==> src/rtl/y86_pkg.sv <==
// -----------------------------------------------------------------------------
// y86_pkg
// Shared definitions for the sequential Y86-64 core: instruction codes,
// special register IDs and default datapath sizes. Fetch and decode/write-back
// both import this package so the encodings live in exactly one place.
// -----------------------------------------------------------------------------
package y86_pkg;

  localparam int DATA_W = 64;  // architectural register width
  localparam int NREG   = 15;  // registers 0..14; ID 0xF has no storage
  localparam int ID_W   = 4;   // width of a register specifier

  // Instruction codes. Kept as plain constants rather than an enum because
  // fetch can deliver undefined codes (C..F) that must flow through untouched.
  localparam logic [3:0] I_HALT   = 4'h0;
  localparam logic [3:0] I_NOP    = 4'h1;
  localparam logic [3:0] I_CMOVXX = 4'h2;
  localparam logic [3:0] I_IRMOVQ = 4'h3;
  localparam logic [3:0] I_RMMOVQ = 4'h4;
  localparam logic [3:0] I_MRMOVQ = 4'h5;
  localparam logic [3:0] I_OPQ    = 4'h6;
  localparam logic [3:0] I_JXX    = 4'h7;
  localparam logic [3:0] I_CALL   = 4'h8;
  localparam logic [3:0] I_RET    = 4'h9;
  localparam logic [3:0] I_PUSHQ  = 4'hA;
  localparam logic [3:0] I_POPQ   = 4'hB;

  // Special register IDs.
  localparam logic [3:0] RSP   = 4'h4;
  localparam logic [3:0] RNONE = 4'hF;

endpackage

==> src/rtl/regfile_2r2w.sv <==
// -----------------------------------------------------------------------------
// regfile_2r2w
// Program register file with two combinational read ports (A, B) and two
// write ports (E, M). When both write ports target the same register in the
// same cycle, port M wins. Any address without storage (>= NREG, i.e. 0xF)
// reads as 0 and is never written. Reads return pre-edge contents: no bypass.
//
// Ports
//   clk        rising-edge clock
//   rst_n      asynchronous active-low clear of every register
//   i_we_e     write enable, port E
//   i_addr_e   write address, port E
//   i_data_e   write data, port E
//   i_we_m     write enable, port M (priority over E)
//   i_addr_m   write address, port M
//   i_data_m   write data, port M
//   i_raddr_a  read address, port A
//   o_rdata_a  read data, port A
//   i_raddr_b  read address, port B
//   o_rdata_b  read data, port B
// -----------------------------------------------------------------------------
module regfile_2r2w #(
  parameter int DATA_W = 64,
  parameter int NREG   = 15
) (
  input  logic              clk,
  input  logic              rst_n,
  input  logic              i_we_e,
  input  logic [3:0]        i_addr_e,
  input  logic [DATA_W-1:0] i_data_e,
  input  logic              i_we_m,
  input  logic [3:0]        i_addr_m,
  input  logic [DATA_W-1:0] i_data_m,
  input  logic [3:0]        i_raddr_a,
  output logic [DATA_W-1:0] o_rdata_a,
  input  logic [3:0]        i_raddr_b,
  output logic [DATA_W-1:0] o_rdata_b
);

  logic [DATA_W-1:0] r_regs [NREG];

  // NOTE: this storage is a flop array, not a RAM macro, so it can and must be
  // cleared by the asynchronous reset; state is updated with <= so every
  // register samples the same pre-edge inputs.
  always_ff @(posedge clk or negedge rst_n) begin
    if (!rst_n) begin
      for (int i = 0; i < NREG; i++) r_regs[i] <= '0;
    end else begin
      for (int i = 0; i < NREG; i++) begin
        // Port M is tested first so it overrides port E on an address clash.
        if (i_we_m && (i_addr_m == 4'(i)))      r_regs[i] <= i_data_m;
        else if (i_we_e && (i_addr_e == 4'(i))) r_regs[i] <= i_data_e;
      end
    end
  end

  // Read muxes scan the populated IDs only, so an unmatched ID reads as 0.
  always_comb begin
    o_rdata_a = '0;
    o_rdata_b = '0;
    for (int i = 0; i < NREG; i++) begin
      if (i_raddr_a == 4'(i)) o_rdata_a = r_regs[i];
      if (i_raddr_b == 4'(i)) o_rdata_b = r_regs[i];
    end
  end

endmodule

==> src/rtl/decode_writeback.sv <==
// -----------------------------------------------------------------------------
// decode_writeback
// Decode and write-back stage of the sequential Y86-64 core. Selects the read
// IDs (srcA/srcB) and write IDs (dstE/dstM) from the fetched icode/rA/rB and
// the execute condition, reads valA/valB combinationally and commits valE and
// valM into the register file on the edge that ends the instruction.
//
// Ports
//   clk, rst_n  clock and asynchronous active-low reset
//   icode       instruction code from fetch
//   rA, rB      register specifiers from fetch (0xF when absent)
//   cnd         condition from execute (cmovXX only)
//   valE        ALU result, written through dstE
//   valM        load data, written through dstM
//   commit      instruction valid with status AOK; gates both writes
//   valA, valB  register[srcA], register[srcB] (0 for ID 0xF)
//   srcA, srcB  decoded read IDs
//   dstE, dstM  decoded write IDs
// -----------------------------------------------------------------------------
module decode_writeback #(
  parameter int DATA_W = y86_pkg::DATA_W,
  parameter int NREG   = y86_pkg::NREG
) (
  input  logic              clk,
  input  logic              rst_n,
  input  logic [3:0]        icode,
  input  logic [3:0]        rA,
  input  logic [3:0]        rB,
  input  logic              cnd,
  input  logic [DATA_W-1:0] valE,
  input  logic [DATA_W-1:0] valM,
  input  logic              commit,
  output logic [DATA_W-1:0] valA,
  output logic [DATA_W-1:0] valB,
  output logic [3:0]        srcA,
  output logic [3:0]        srcB,
  output logic [3:0]        dstE,
  output logic [3:0]        dstM
);

  import y86_pkg::*;

  logic [3:0] w_src_a;
  logic [3:0] w_src_b;
  logic [3:0] w_dst_e;
  logic [3:0] w_dst_m;
  logic       w_we_e;
  logic       w_we_m;

  // NOTE: every output of this block gets a default first, so opcodes that
  // do not touch a field (and undefined opcodes) fall to RNONE with no latch.
  always_comb begin
    w_src_a = RNONE;
    w_src_b = RNONE;
    w_dst_e = RNONE;
    w_dst_m = RNONE;
    case (icode)
      I_CMOVXX: begin
        w_src_a = rA;
        // A failed condition turns the move into a no-op.
        w_dst_e = cnd ? rB : RNONE;
      end
      I_IRMOVQ: w_dst_e = rB;
      I_RMMOVQ: begin
        w_src_a = rA;
        w_src_b = rB;
      end
      I_MRMOVQ: begin
        w_src_b = rB;
        w_dst_m = rA;
      end
      I_OPQ: begin
        w_src_a = rA;
        w_src_b = rB;
        w_dst_e = rB;
      end
      I_CALL: begin
        w_src_b = RSP;
        w_dst_e = RSP;
      end
      I_RET: begin
        w_src_a = RSP;
        w_src_b = RSP;
        w_dst_e = RSP;
      end
      I_PUSHQ: begin
        w_src_a = rA;
        w_src_b = RSP;
        w_dst_e = RSP;
      end
      I_POPQ: begin
        w_src_a = RSP;
        w_src_b = RSP;
        w_dst_e = RSP;
        w_dst_m = rA;
      end
      default: ;
    endcase
  end

  // RNONE never writes; the regfile has no storage for it either, but gating
  // here keeps the enables meaningful if NREG is ever raised.
  assign w_we_e = commit && (w_dst_e != RNONE);
  assign w_we_m = commit && (w_dst_m != RNONE);

  regfile_2r2w #(
    .DATA_W (DATA_W),
    .NREG   (NREG)
  ) u_regfile (
    .clk       (clk),
    .rst_n     (rst_n),
    .i_we_e    (w_we_e),
    .i_addr_e  (w_dst_e),
    .i_data_e  (valE),
    .i_we_m    (w_we_m),
    .i_addr_m  (w_dst_m),
    .i_data_m  (valM),
    .i_raddr_a (w_src_a),
    .o_rdata_a (valA),
    .i_raddr_b (w_src_b),
    .o_rdata_b (valB)
  );

  assign srcA = w_src_a;
  assign srcB = w_src_b;
  assign dstE = w_dst_e;
  assign dstM = w_dst_m;

endmodule

==> config.mk <==
export PLATFORM = sky130hd
export DESIGN_NAME = decode_writeback
export DESIGN_NICKNAME = d
export VERILOG_FILES = /design/src/rtl/y86_pkg.sv /design/src/rtl/regfile_2r2w.sv /design/src/rtl/decode_writeback.sv
export SDC_FILE = /design/constraint.sdc
export NUM_CORES = 2
export LEC_CHECK = 0
export ABC_AREA = 1
export BUFFER_PORTS_ARGS = -buffer_cell sky130_fd_sc_hd__buf_2
export CAP_MARGIN = 0
export CELL_PAD_IN_SITES_DETAIL_PLACEMENT = 1
export CELL_PAD_IN_SITES_GLOBAL_PLACEMENT = 1
export CORE_AREA = 2 2 369 371
export CTS_BUF_LIST = sky130_fd_sc_hd__clkbuf_8 sky130_fd_sc_hd__clkbuf_16
export CTS_CLUSTER_SIZE = 16
export DETAILED_ROUTE_END_ITERATION = 10
export DIE_AREA = 0 0 371 373
export GPL_TIMING_DRIVEN = 1
export PLACE_DENSITY = 0.85
export RECOVER_POWER = 25
export SLEW_MARGIN = 20
export SYNTH_ARGS = -nofsm -noshare
export SYNTH_HDL_FRONTEND = slang
export SYNTH_SLANG_ARGS = --single-unit
==> constraint.sdc <==
create_clock -name clk -period 2.8 [get_ports clk]
set_clock_uncertainty 0.2 [all_clocks]
set_input_delay 0.14 -clock clk [delete_from_list [all_inputs] [get_ports clk]]
set_output_delay 0.14 -clock clk [all_outputs]
set_load 0.05 [all_outputs]
==> reports/qor.csv, run 1 <==
metric;value;unit
Synth Net Count;9111;
post-DP HPWL;198000;um
Ports;288;
post-synth cell types;31;
Ys Warns;0;
RD Place Congestion;0.983;
num rows;135;
tool error;[ERROR GRT-0232] Routing congestion too high. Check the congestion heatmap in the GUI.;
Worst EP kind;primary output;
CTS HTree Levels;3;
initial antenna violation count;79;
Die Wd;371;um
CTS root buf;clkbuf_16;
gr usage total;0.803;
clk buf depth;3;
IO Port Bufs;287;
Cell Area, Synth;61300;um^2
Seq/Total Area, Yosys;0.392;
cell taking the most area after synthesis;dfrtp_1;
total grt overflow;206;
initial core utilization;0.456;
worst slack, placed;-307;ps
total CTS buffers;113;
Mapped Avg Cell Area;6.84;um^2
status;aborted with a tool error;
synthesis-stage register bit count;960;
Vert. Die Dim;373;um
clock sink count;960;
maximum number of pins on one net before global-route repair;114;
Crit. endpoint post-GRT repair;valB[18];
Area contributors post-synth;dfrtp_1, nand2_1, nor2_1, o21a_1, nand3_1;
Synth top area share;0.392;
Mapped Cells;8967;
Stop stage;global routing (5_1_grt);
per-stage QoR:
stage	utilization	TNS, ps	cells	instance area (um^2)
after floorplan	-	0	8967	61300
after global placement	0.510	-19630	10800	68700
after detailed placement	0.510	-101380	10800	68700
after CTS	0.559	-205	11200	75300
metal layers:
metal	GRT usage	GRT overflow
met3	0.733	15
met5	0.599	0
met4	0.768	102
met1	0.790	7
met2	0.906	82
cell usage after synthesis (all sizes together):
| library cell | n |
|---|---|
| clkbuf | 375 |
| nor2 | 1447 |
| o21ai | 502 |
| dfrtp | 960 |
| buf | 399 |
| nand3 | 440 |
| clkinv | 1 |
| inv | 413 |
| nor3 | 6 |
| or2 | 16 |
| nand2 | 2685 |
| a31oi | 186 |
| o21a | 512 |
| o22ai | 2 |
| a21oi | 667 |
| o211ai | 7 |
| nand4 | 349 |
cells by family after synthesis:
kind of cell           synth area share
AND/OR/NAND/NOR                   0.328
AO/OA/AOI/OAI                     0.193
flip-flops                        0.392
buffers and inverters            0.0878
timing repair:
| item | in CTS |
|---|---|
| pin swaps | 43 |
| endpoints found under the setup margin | 128 |
| gates cloned | 4 |
| endpoints found under the hold margin | 1920 |
| gates resized for setup | 105 |
| buffers inserted | 40 |
| hold buffers | 195 |
==> run 2, diff against run 1 <==
--- a/config.mk
+++ b/config.mk
@@ -8,15 +8,11 @@
 export ABC_AREA = 1
 export BUFFER_PORTS_ARGS = -buffer_cell sky130_fd_sc_hd__buf_2
 export CAP_MARGIN = 0
-export CELL_PAD_IN_SITES_DETAIL_PLACEMENT = 1
-export CELL_PAD_IN_SITES_GLOBAL_PLACEMENT = 1
-export CORE_AREA = 2 2 369 371
-export CTS_BUF_LIST = sky130_fd_sc_hd__clkbuf_8 sky130_fd_sc_hd__clkbuf_16
-export CTS_CLUSTER_SIZE = 16
+export CORE_AREA = 2 2 411 413
 export DETAILED_ROUTE_END_ITERATION = 10
-export DIE_AREA = 0 0 371 373
+export DIE_AREA = 0 0 413 415
 export GPL_TIMING_DRIVEN = 1
-export PLACE_DENSITY = 0.85
+export PLACE_DENSITY_LB_ADDON = 0.15
 export RECOVER_POWER = 25
 export SLEW_MARGIN = 20
 export SYNTH_ARGS = -nofsm -noshare
==> reports/qor.csv, run 2 <==
metric;value;unit;change
first-pass GRT wire length;407000;um;
internal power;34100;uW;
reg2reg start;u_regfile.r_regs[535];;
Post-synth top cells;nand2_1, nor2_1, dfrtp_1;;
CTS HTree Levels;3;;unchanged
Largest Register;u_regfile.r_regs;;
CTS root buf;clkbuf_16;;
crit path capture type;output port;;
Synth Area in Adders;0;;unchanged
cell taking the most area after synthesis;dfrtp_1;;
final slew viol count;297;;
initial antenna violation count;16;;
Peak VDD IR;543;uV;
Cell Area, Synth;61300;um^2;unchanged
combinational power share;0.272;;
post-route ant nets;0;;
Area growth syn-to-layout;27.9;%;
EDFF count, synth;0;;unchanged
Worst Setup SP;icode[0];;
setup ws final;-132;ps;
mux share of post-synthesis cell area;0;;unchanged
total CTS buffers;118;;+4.4%
combinational family with the most area after synthesis;simple AND/OR/NAND/NOR gates;;
Setup TNS;-2710;ps;
crit path kind;input pin to output port;;
count leader, synth;nand2_1;;
CP most frequent cell;buf_12;;
Mapped Avg Cell Area;6.84;um^2;unchanged
violated checks;capacitance limit, slew limit, setup timing;;
status;finished, violations left;;
top_reg_cell synth;dfrtp_1;;
DR vias;64800;;
share of cells above drive strength 1;0.167;;
RSZ-0062 raised after global routing;true;;
Clk pwr share;0.307;;
worst-margin pin slew;1670;ps;
Cell Chain, Critical Path;buf_8 -> buf_8 -> inv_8 -> nand3_4 -> nand3_4 -> nand2_4 -> nor2_4 -> buf_12 -> clkinvlp_4 -> nor2_4 -> buf_12 -> buf_16 -> a21oi_1 -> nand3_1 -> nand2_1 -> nand4_1 -> nand2_1 -> nand2_2 -> buf_12 -> buf_12;;
arrival time worst endpoint;2590;ps;
Worst-path clk slew;60;ps;
Die Area;171000;um^2;
final wirelength;282000;um;
clk buf depth;3;;unchanged
power density relative to cell area;677;nW/um^2;
Final Hold Slack;98.0;ps;
Seq/Total Area, Yosys;0.392;;unchanged
FFs w/ async S/R, synth;1.00;;unchanged
Area contributors post-synth;dfrtp_1, nand2_1, nor2_1, o21a_1, nand3_1;;
Ys Warns;0;;unchanged
Post-route DRC;0;;
drt pass-1 iters;8;;
area of the core;167000;um^2;
XOR/XNOR Fraction of Synth Area;0;;unchanged
Largest register FFs;960;;
Ports;288;;unchanged
simple-gate share of the synthesized area;0.328;;unchanged
CP startpoint kind;input pin;;
gr usage total;0.315;;
drt via density;5.55;;
Vert. Die Dim;415;um;+11%
maximum number of pins on one net before global-route repair;122;;
NetSw;19000;uW;
Synth Net Count;9111;;unchanged
worst rel slew slack;-0.113;;
min-delay src;commit;;
dpl cells;11200;;+3.8%
Overall Power;53100;uW;
initial core utilization;0.368;;-0.0876
clock latency on the worst-skew pair;740;ps;
max-cap violations;3;;
Seq pwr share;0.421;;
leakage power;0.0341;uW;
post-synth cell types;31;;unchanged
Die Wd;413;um;+11%
Final period util;1.05;;
largest registers;u_regfile.r_regs (960);;
post-DP HPWL;191000;um;-3.5%
clock sink count;960;;unchanged
Synth Area in Compound Gates;0.193;;unchanged
vias in the first global route;61600;;
Non-Filler Instances;11700;;
Worst Path Max Fanout;8;;
Mapped Cells;8967;;unchanged
DR WL/cell;24.1;um;
Slowest Stage Delay on Critical Path;200;ps;
Synth top area share;0.392;;unchanged
synthesis-stage register bit count;960;;unchanged
CP Data Required Time;2460;ps;
most common cell after layout, fill and taps aside;nand2_1;;
Fin. Hold Viols;0;;
DRT iter0 DRCs;7092;;
CTS tree;done;;
Max Fclk;341;MHz;
nets@finish;9520;;
Hold Crit Class;input pin to flop;;
RD Place Congestion;0.948;;-3.5%
min cycle time layout;2930;ps;
Sw Share;0.357;;
final setup fails;57;;
num rows;150;;+11%
highest-count cells in the layout ignoring fill and taps;nand2_1, nor2_1, dfrtp_1;;
IO Port Bufs;287;;unchanged
total grt overflow;0;;
Worst path slowest cell;nor2_4;;
## run 2: logic make-up after synthesis
group,Yosys count
flip-flops,960
AND/OR/NAND/NOR,4943
AO/OA/AOI/OAI,1876
buffers and inverters,1188
## run 2: power groups by stage
| stage | combinational, uW | clock (uW) | sequential (uW) |
|---|---|---|---|
| 6_report | 14400 | 16300 | 22400 |
| 5_1_grt | 15900 | 17100 | 22900 |
| 4_1_cts | 14000 | 16500 | 22200 |
| 3_5_place_dp | 13200 | 0 | 22400 |
| 3_3_place_gp | 12900 | 0 | 22200 |
| 2_1_floorplan | 9150 | 0 | 21300 |
## run 2: what timing repair did
action / in CTS / in global routing
hold buffers: 195 / 0
setup buffers: 55 / 28
endpoints found under the hold margin: 1920 / 0
setup endpoints to repair: 128 / 165
cloned: 11 / 14
resized for setup: 161 / 352
pin swaps: 60 / 167
## run 2: path summary, 6_finish.rpt
kind,to,slack (ps),cells past startpoint
setup / recovery,valA[27],-130,20
hold / removal,u_regfile.r_regs[551],100,7
setup reg to reg,u_regfile.r_regs[535],1330,3
hold reg to reg,u_regfile.r_regs[331],300,2
max in group asynchronous,u_regfile.r_regs[228],240,4
min in group asynchronous,u_regfile.r_regs[6],490,4
## run 2: critical path: cells and delay by family
family,cells,cell delay [ps]
compound gates,1,90
buf+inv,9,1220
simple gates,10,1110
## run 2: cell type report
cell class / count / area (um^2)
well taps: 2204 / 2760
diodes: 2 / 5.00
inverters: 414 / 1620
clock buffers: 186 / 3670
repair buffers: 1063 / 12800
clock inverters: 31 / 397
fillers: 16700 / 88200
multi-input cells: 6819 / 33200
flip-flops and latches: 960 / 24000
## run 2: through the flow
step	instance area (um^2)	setup slack, ps	util
after floorplan	61300	43.1	-
after global placement	69500	-429	0.417
after detailed placement	69500	-411	0.417
after CTS	76900	-98.4	0.461
after global routing	78500	-203	0.471
final	78500	-132	0.471
## run 2: per-layer routing
metal,routed length [um],track usage,part of all wire
met5,105,0,0.00037
met2,126000,0.491,0.45
met1,118000,0.424,0.42
met4,12500,0.138,0.044
met3,24800,0.0596,0.088
Note: power is estimated with default switching activity, not from simulation.
